<file path="config.mk">
export PLATFORM = sky130hd
export DESIGN_NAME = mem_arbiter
export DESIGN_NICKNAME = d
export VERILOG_FILES = /design/src/rtl/mem_arbiter.sv
export SDC_FILE = /design/constraint.sdc
export NUM_CORES = 1
export LEC_CHECK = 0
export BUFFER_PORTS_ARGS = -buffer_cell sky130_fd_sc_hd__buf_2
export CORE_AREA = 2 2 105 107
export DETAILED_ROUTE_END_ITERATION = 10
export DIE_AREA = 0 0 107 109
export PLACE_DENSITY_LB_ADDON = 0.05
export SKIP_LAST_GASP = 1
export SLEW_MARGIN = 20
export SYNTH_ARGS = -nofsm -noshare
export SYNTH_HDL_FRONTEND = slang
export SYNTH_SLANG_ARGS = --single-unit
</file>
<file path="constraint.sdc">
create_clock -name CLK -period 2.1 [get_ports CLK]
set_input_delay 0.21 -clock CLK [delete_from_list [all_inputs] [get_ports CLK]]
set_output_delay 0.21 -clock CLK [all_outputs]
set_load 0.05 [all_outputs]
</file>
<file path="src/rtl/mem_arbiter.sv">
// Two-port (instruction / data) arbiter in front of a single-ported RAM.
// One-cycle arbitration latency, data priority with forced alternation, sticky error on RAM ERROR or timeout.
module mem_arbiter #(
    parameter int unsigned TIMEOUT = 64
) (
    input  logic        CLK,
    input  logic        RST,

    input  logic        iREN,
    input  logic [31:0] iaddr,
    output logic        iwait,
    output logic [31:0] iload,

    input  logic        dREN,
    input  logic        dWEN,
    input  logic [31:0] daddr,
    input  logic [31:0] dstore,
    output logic        dwait,
    output logic [31:0] dload,

    output logic        ramREN,
    output logic        ramWEN,
    output logic [31:0] ramaddr,
    output logic [31:0] ramstore,
    input  logic [31:0] ramload,
    input  logic [1:0]  ramstate,

    output logic        err,

    output logic [1:0]  dbg_state,
    output logic        dbg_last_d
);

    // Handshake: a requester holds its enable(s) and address until it sees its
    // wait low for one cycle; that cycle carries the read data. Dropping the
    // enables before then cancels the request without a wait pulse.

    typedef enum logic [1:0] {
        IDLE   = 2'd0,
        IGRANT = 2'd1,
        DGRANT = 2'd2
    } state_t;

    localparam logic [1:0] RAM_ACCESS = 2'd2;
    localparam logic [1:0] RAM_ERROR  = 2'd3;
    localparam logic [7:0] TMO_LAST   = 8'(TIMEOUT - 1);

    state_t     state;
    logic       last_d;
    logic [7:0] tmo_cnt;

    logic d_req;
    logic granted_active;
    logic access;

    assign d_req = dREN | dWEN;

    always_comb begin
        granted_active = 1'b0;
        case (state)
            IGRANT:  granted_active = iREN;
            DGRANT:  granted_active = d_req;
            default: granted_active = 1'b0;
        endcase
    end

    assign access = granted_active && (ramstate == RAM_ACCESS);

    // RAM side and wait outputs decode from the registered state only.
    always_comb begin
        ramREN   = 1'b0;
        ramWEN   = 1'b0;
        ramaddr  = 32'h0;
        ramstore = 32'h0;
        iwait    = 1'b1;
        dwait    = 1'b1;
        case (state)
            IGRANT: begin
                ramREN  = iREN;
                ramaddr = iaddr;
                iwait   = ~access;
            end
            DGRANT: begin
                ramWEN   = dWEN;
                ramREN   = dREN & ~dWEN;
                ramaddr  = daddr;
                ramstore = dstore;
                dwait    = ~access;
            end
            default: ;
        endcase
    end

    assign iload = ramload;
    assign dload = ramload;

    always_ff @(posedge CLK) begin
        if (RST) begin
            state   <= IDLE;
            last_d  <= 1'b0;
            tmo_cnt <= 8'h0;
            err     <= 1'b0;
        end else begin
            case (state)
                IDLE: begin
                    tmo_cnt <= 8'h0;
                    if (d_req && !(last_d && iREN)) state <= DGRANT;
                    else if (iREN)                 state <= IGRANT;
                end
                IGRANT, DGRANT: begin
                    if (!granted_active) begin
                        state <= IDLE;
                    end else if (ramstate == RAM_ACCESS) begin
                        state  <= IDLE;
                        last_d <= (state == DGRANT);
                    end else if (ramstate == RAM_ERROR || tmo_cnt == TMO_LAST) begin
                        // Abort; last_d is left alone so the same requester retries.
                        err   <= 1'b1;
                        state <= IDLE;
                    end else begin
                        tmo_cnt <= tmo_cnt + 8'd1;
                    end
                end
                default: state <= IDLE;
            endcase
        end
    end

    assign dbg_state  = state;
    assign dbg_last_d = last_d;

endmodule

</file>
## Word-level counts from Yosys, hierarchy flattened

Index checks and enable logic that the tools add are counted.
W data, S select, Z words.

| operators by class | value |
|---|---|
| add/sub/neg operators | 1 |
| multiply operators | 0 |
| divide/modulo/power cells | 0 |
| order comparisons | 0 |
| eq/ne operators | 10 |
| shift operators | 0 |
| muxes and demuxes | 17 |
| bitwise logic cells | 5 |
| reduce and logical (&&, ||, !) cells | 12 |

Operator list:

| operator | count |
|---|---|
| $pmux W32 S2 | 1 |
| $mux W32 | 1 |
| $mux W8 | 3 |
| $pmux W8 S2 | 1 |
| $mux W2 | 5 |
| $add A8 B1 Y8 const B | 1 |
| $eq A8 B6 Y1 const B | 1 |
| $reduce_and A4 Y1 | 2 |
| $eq A2 B2 Y1 const B | 3 |
| $ne A2 B2 Y1 const B | 3 |
| $ne A4 B4 Y1 const B | 1 |
| $pmux W1 S2 | 2 |
| $pmux W2 S2 | 1 |
| $logic_and A1 B1 Y1 | 3 |
| $mux W1 | 3 |
| $ne A3 B3 Y1 const B | 1 |
| $not A1 Y1 | 3 |
| $reduce_and A3 Y1 | 1 |
| $eq A2 B1 Y1 const B | 1 |
| $logic_not A2 Y1 | 1 |
| $reduce_and A2 Y1 | 1 |
| $reduce_bool A2 Y1 | 1 |
| $reduce_or A2 Y1 | 1 |
| $and A1 B1 Y1 | 1 |
| other kinds (3) | 3 |

| storage, ports and cells | value |
|---|---|
| bits in registers | 12 |
| latch bits | 0 |
| bits in writable memories | 0 |
| bits in read-only memories | 0 |
| input port bits | 135 |
| memories kept | 0 |

## Depth between registers and ports, before layout

| depth | value |
|---|---|
| depth in word-level cells | 6 |
| mapped depth | 8 |
| depth with buffers taken out | 6 |

## Least setup slack after synthesis

OpenSTA, ideal clock, no wires.

| timing path | value |
|---|---|
| path kind | register to output |
| from | reg state[0] (netlist: dbg_state[0]) |
| to | out ramaddr[0] |
| arrival time | 2257 ps |
| required time | 1890 ps |
| slack | -367 ps |
| cell stages (with the launch flop) | 7 |
| path buffers | 2 |
| cell sequence | dfxtp_1 inv_1 ha_1 inv_1 clkbuf_1 buf_1 nor2_1 |

| between the ends | value |
|---|---|
| longest elaborated chain between the ends | 2 |
| elaborated cells on any way between the ends | 3 |
| those cells by class | eq/ne: 2; mux: 1 |

RTL lines:

| element | line | RTL |
|---|---|---|
| start, declared | 48 | `state_t state;` |
| start signal, assigned | 99 | `state <= IDLE;` |
| start signal, assigned | 107 | `if (d_req && !(last_d && iREN)) state <= DGRANT;` |
| start signal, assigned | 108 | `else if (iREN) state <= IGRANT;` |
| $eq A2 B2 Y1 / $eq A2 B1 Y1 (equally long branches) | 77 | `case (state)` |
| $pmux W32 S2 * | 77 |  |
| end, declared | 23 | `output logic [31:0] ramaddr,` |

Mark *: on every way between the ends. The rest lies on a longest branch, timed or not.

## Final worst setup path

| timing path | value |
|---|---|
| from | reg state[0] (netlist: dbg_state[0]) |
| to | out iwait |

| between the ends | value |
|---|---|
| longest elaborated chain between the ends | 5 |
| elaborated cells on any way between the ends | 6 |
| those cells by class | eq/ne: 2; mux: 2; bitwise: 1; reduce/logical: 1 |

RTL lines:

| element | line | RTL |
|---|---|---|
| $eq A2 B2 Y1 / $eq A2 B1 Y1 (equally long branches) | 60, 77 |  |
| $pmux W1 S2 | 60 | `case (state)` |
| $logic_and A1 B1 Y1 | 67 | `assign access = granted_active && (ramstate == RAM_ACCESS);` |
| $not A1 Y1 | 81 | `iwait = ~access;` |
| $mux W1 * | 77 |  |
| end, declared | 11 | `output logic iwait,` |

Marks and branches as above.

==> reports/qor.yml <==
outcome: "finished, final reports clean"
grt_max_degree: 35
period_needed_ns: 2.02
grt-ovfl-total: 0
cp_common_cell: "inv_2"
drive_above_1_share_pct: 61.8
ys_seq_area_share_pct: 12.8
drc_errors: 0
synth_cells: 268
timing.fmax_mhz: 494
routed_wl_um: 8170
regArea_sq_um: 248
rrSetupSlack_ns: 0.15
wl_per_cell_um: 15.9
ys.warnings.count: 0
cts.path.max_buffers: 2
grtUsageMet3_pct: 5.44
tritoncts: "built"
tightest_slew_ns: 0.363
first_pass_iters: 4
syn_nets: 408
grt_use_met1_pct: 14.7
antenna_found_initial: 0
die_area_sq_um: 11700
clk_pin_slew_ns: 0.06
critical_path_buf_inv_count: 4
dp.cells: 509
grt_first_pass_wirelength_um: 12100
root_buffer: "clkbuf_8"
worstSetupEndpointType: "output pin"
drt_iter0_markers: 79
die_y_um: 109
numCtsBuffers: 3
hp-class: "in -> reg"
rows: 38
slew_headroom_pct: 75.8
r2r_end: "tmo_cnt[3]"
ff2ff_path_depth: 6
via_count: 2192
crit_type: "reg -> out"
via_per_inst: 4.26
grt-busiest-layer: "met2"
cts_max_level: 1
crit_fanout: 4
hpwl_um: 6790
num-fill-cells: 1232
async_reset_ff_share_pct: 0
slowest_delay_ns: 0.37
use_met2_pct: 23.9
yosys_most_used_dff: "dfxtp_1"
synthTopCellsByCount: "buf_4 (64), nor2_1 (37), and2_1 (34)"
synth-edff-count: 0
core_sq_um: 10600
final_max_slew_viol_count: 0
yosysTopAreaCellShare_pct: 25.5
cts.sinks: 12
cts_hold_buf: 0
cap_viol_max_count: 0
rsz0062_at_grt: "true"
grt_pass1_vias: 2154
p_leak_nw: 1.29
vdd.ir_drop.worst_uv: 193
cp-start-kind: "register"
reg2reg_from: "dbg_state[0]"
hold_viol: 0
yosysMostFrequentCell: "buf_4"
critPathLaunch: "dbg_state[0]"
path_cells: "inv_2 -> ha_1 -> inv_2 -> a2111oi_4 -> buf_4 -> nand2_1 -> buf_6"
grt_usage_pct: 13.2
power.internal_mw: 0.673
power_frac_seq_pct: 16.5
p_clk_share_pct: 18.1
period_share_pct: 96.4
start_util_pct: 17.8
p_per_area_nw_per_um2: 551
syn_area_sq_um: 1880
switching_share_pct: 54.0
io_buffer_count: 174
crit_slowest_cell: "dfxtp_4"
critPathTopFamily: "buffers and inverters"
arrival_ns: 1.81
p_comb_share_pct: 65.3
multi_input_area_sq_um: 1170
io_pins: 271
setup_viol: 0
synth.area.top_cells: "buf_4 (26%), dfxtp_1 (13%), a22oi_1 (13%), and2_1 (11%), nor2_1 (7.4%)"
synth-seq-cells: 12
synth_top_area_cell: "buf_4"
synth_cell_types: 35
fin_skew_ns: 0.00141
drt.antenna.violating_nets: 0
num_antenna_cells: 0
p_sw_mw: 0.790
endpoint: "iwait"
cp.depth: 7
syn_area_per_cell_sq_um: 7.03
gp_congestion: 0.738
syn_to_final_growth_pct: 41.1
final_nets: 515
die_w_um: 107
power_mw: 1.46
cp.required_ns: 1.89
finalNonFillerCells: 514
clk_latency_ns: 0.24
[sequential cells by signal, indices dropped and copies added, names as in the netlist]
register and flops:
dbg_last_d 1, dbg_state 2, err 1, tmo_cnt 8
[what timing repair did]
item	CTS	global route
setup buffers	0	1
gates resized for setup	2	14
endpoints found under the setup margin	2	34
pin swaps	0	1
[cell type report]
| cell class | count | area share (%) |
|---|---|---|
| timing repair buffer | 184 | 36.9 |
| inverter | 7 | 1.08 |
| clock buffer | 4 | 2.07 |
| sequential | 12 | 9.33 |
| multi-input combinational | 167 | 44.0 |
| tap | 140 | 6.59 |
[worst min path at each step]
stage | from | endpoint | slack (ns) | cells after the start
2_1_floorplan | iREN | dbg_state[0] | 0.37 | 2
4_1_cts | RST | err | 0.31 | 2
6_report | RST | err | 0.30 | 2
5_1_grt | iREN | dbg_state[0] | 0.32 | 3
3_3_place_gp | ramload[17] | dload[17] | 0.42 | 0
3_5_place_dp | ramload[17] | dload[17] | 0.42 | 0
[power by group through the flow]
| stage | clock network [mW] | registers (mW) | logic (mW) |
|---|---|---|---|
| floorplan | 0 | 0.260 | 0.987 |
| CTS | 0.272 | 0.240 | 0.964 |
| global route | 0.282 | 0.243 | 1.02 |
| detailed placement | 0 | 0.245 | 0.956 |
| finish | 0.265 | 0.242 | 0.956 |
| global placement | 0 | 0.244 | 0.965 |
[kinds of logic after synthesis]
| family | Yosys count | share of synthesized area [%] |
|---|---|---|
| AO/OA/AOI/OAI | 60 | 23.7 |
| AND/OR/NAND/NOR | 99 | 27.6 |
| buffers and inverters | 89 | 31.1 |
| flip-flops | 12 | 12.8 |
| multiplexers | 3 | 1.59 |
| adder cells (fa/ha/maj) | 5 | 3.32 |
[per-stage QoR]
stage	cell area, sq um	setup TNS, ns	setup WS (ns)	hold WS [ns]	util [%]
global route	2660	-0.00372	-0.00372	0.316	25.1
global placement	2540	0	0.184	0.420	23.9
detailed placement	2540	0	0.153	0.420	23.9
CTS	2610	0	0.0226	0.307	24.6
floorplan	1970	0	0.00545	0.370	-
finish	2660	0	0.0765	0.300	25.1
[cells in the final DEF (no fill, tap or decap), types with 4 or more instances in the layout]
cell type,instances
inv_1,4
buf_2,171
buf_4,8
and2_1,34
nor2_1,7
nor2_2,29
o211ai_1,4
dfxtp_1,10
a21oi_1,7
nand2_1,8
buf_6,4
clkbuf_8,4
nand3_1,8
a22oi_1,32
[routing by layer]
layer  wire length [um]  share of wire [%]
met1               3200                 39
met2               3990                 49
met3                909                 11
met4                 70               0.86
met5                  0                  0
Power figures use the tool's default switching activity.
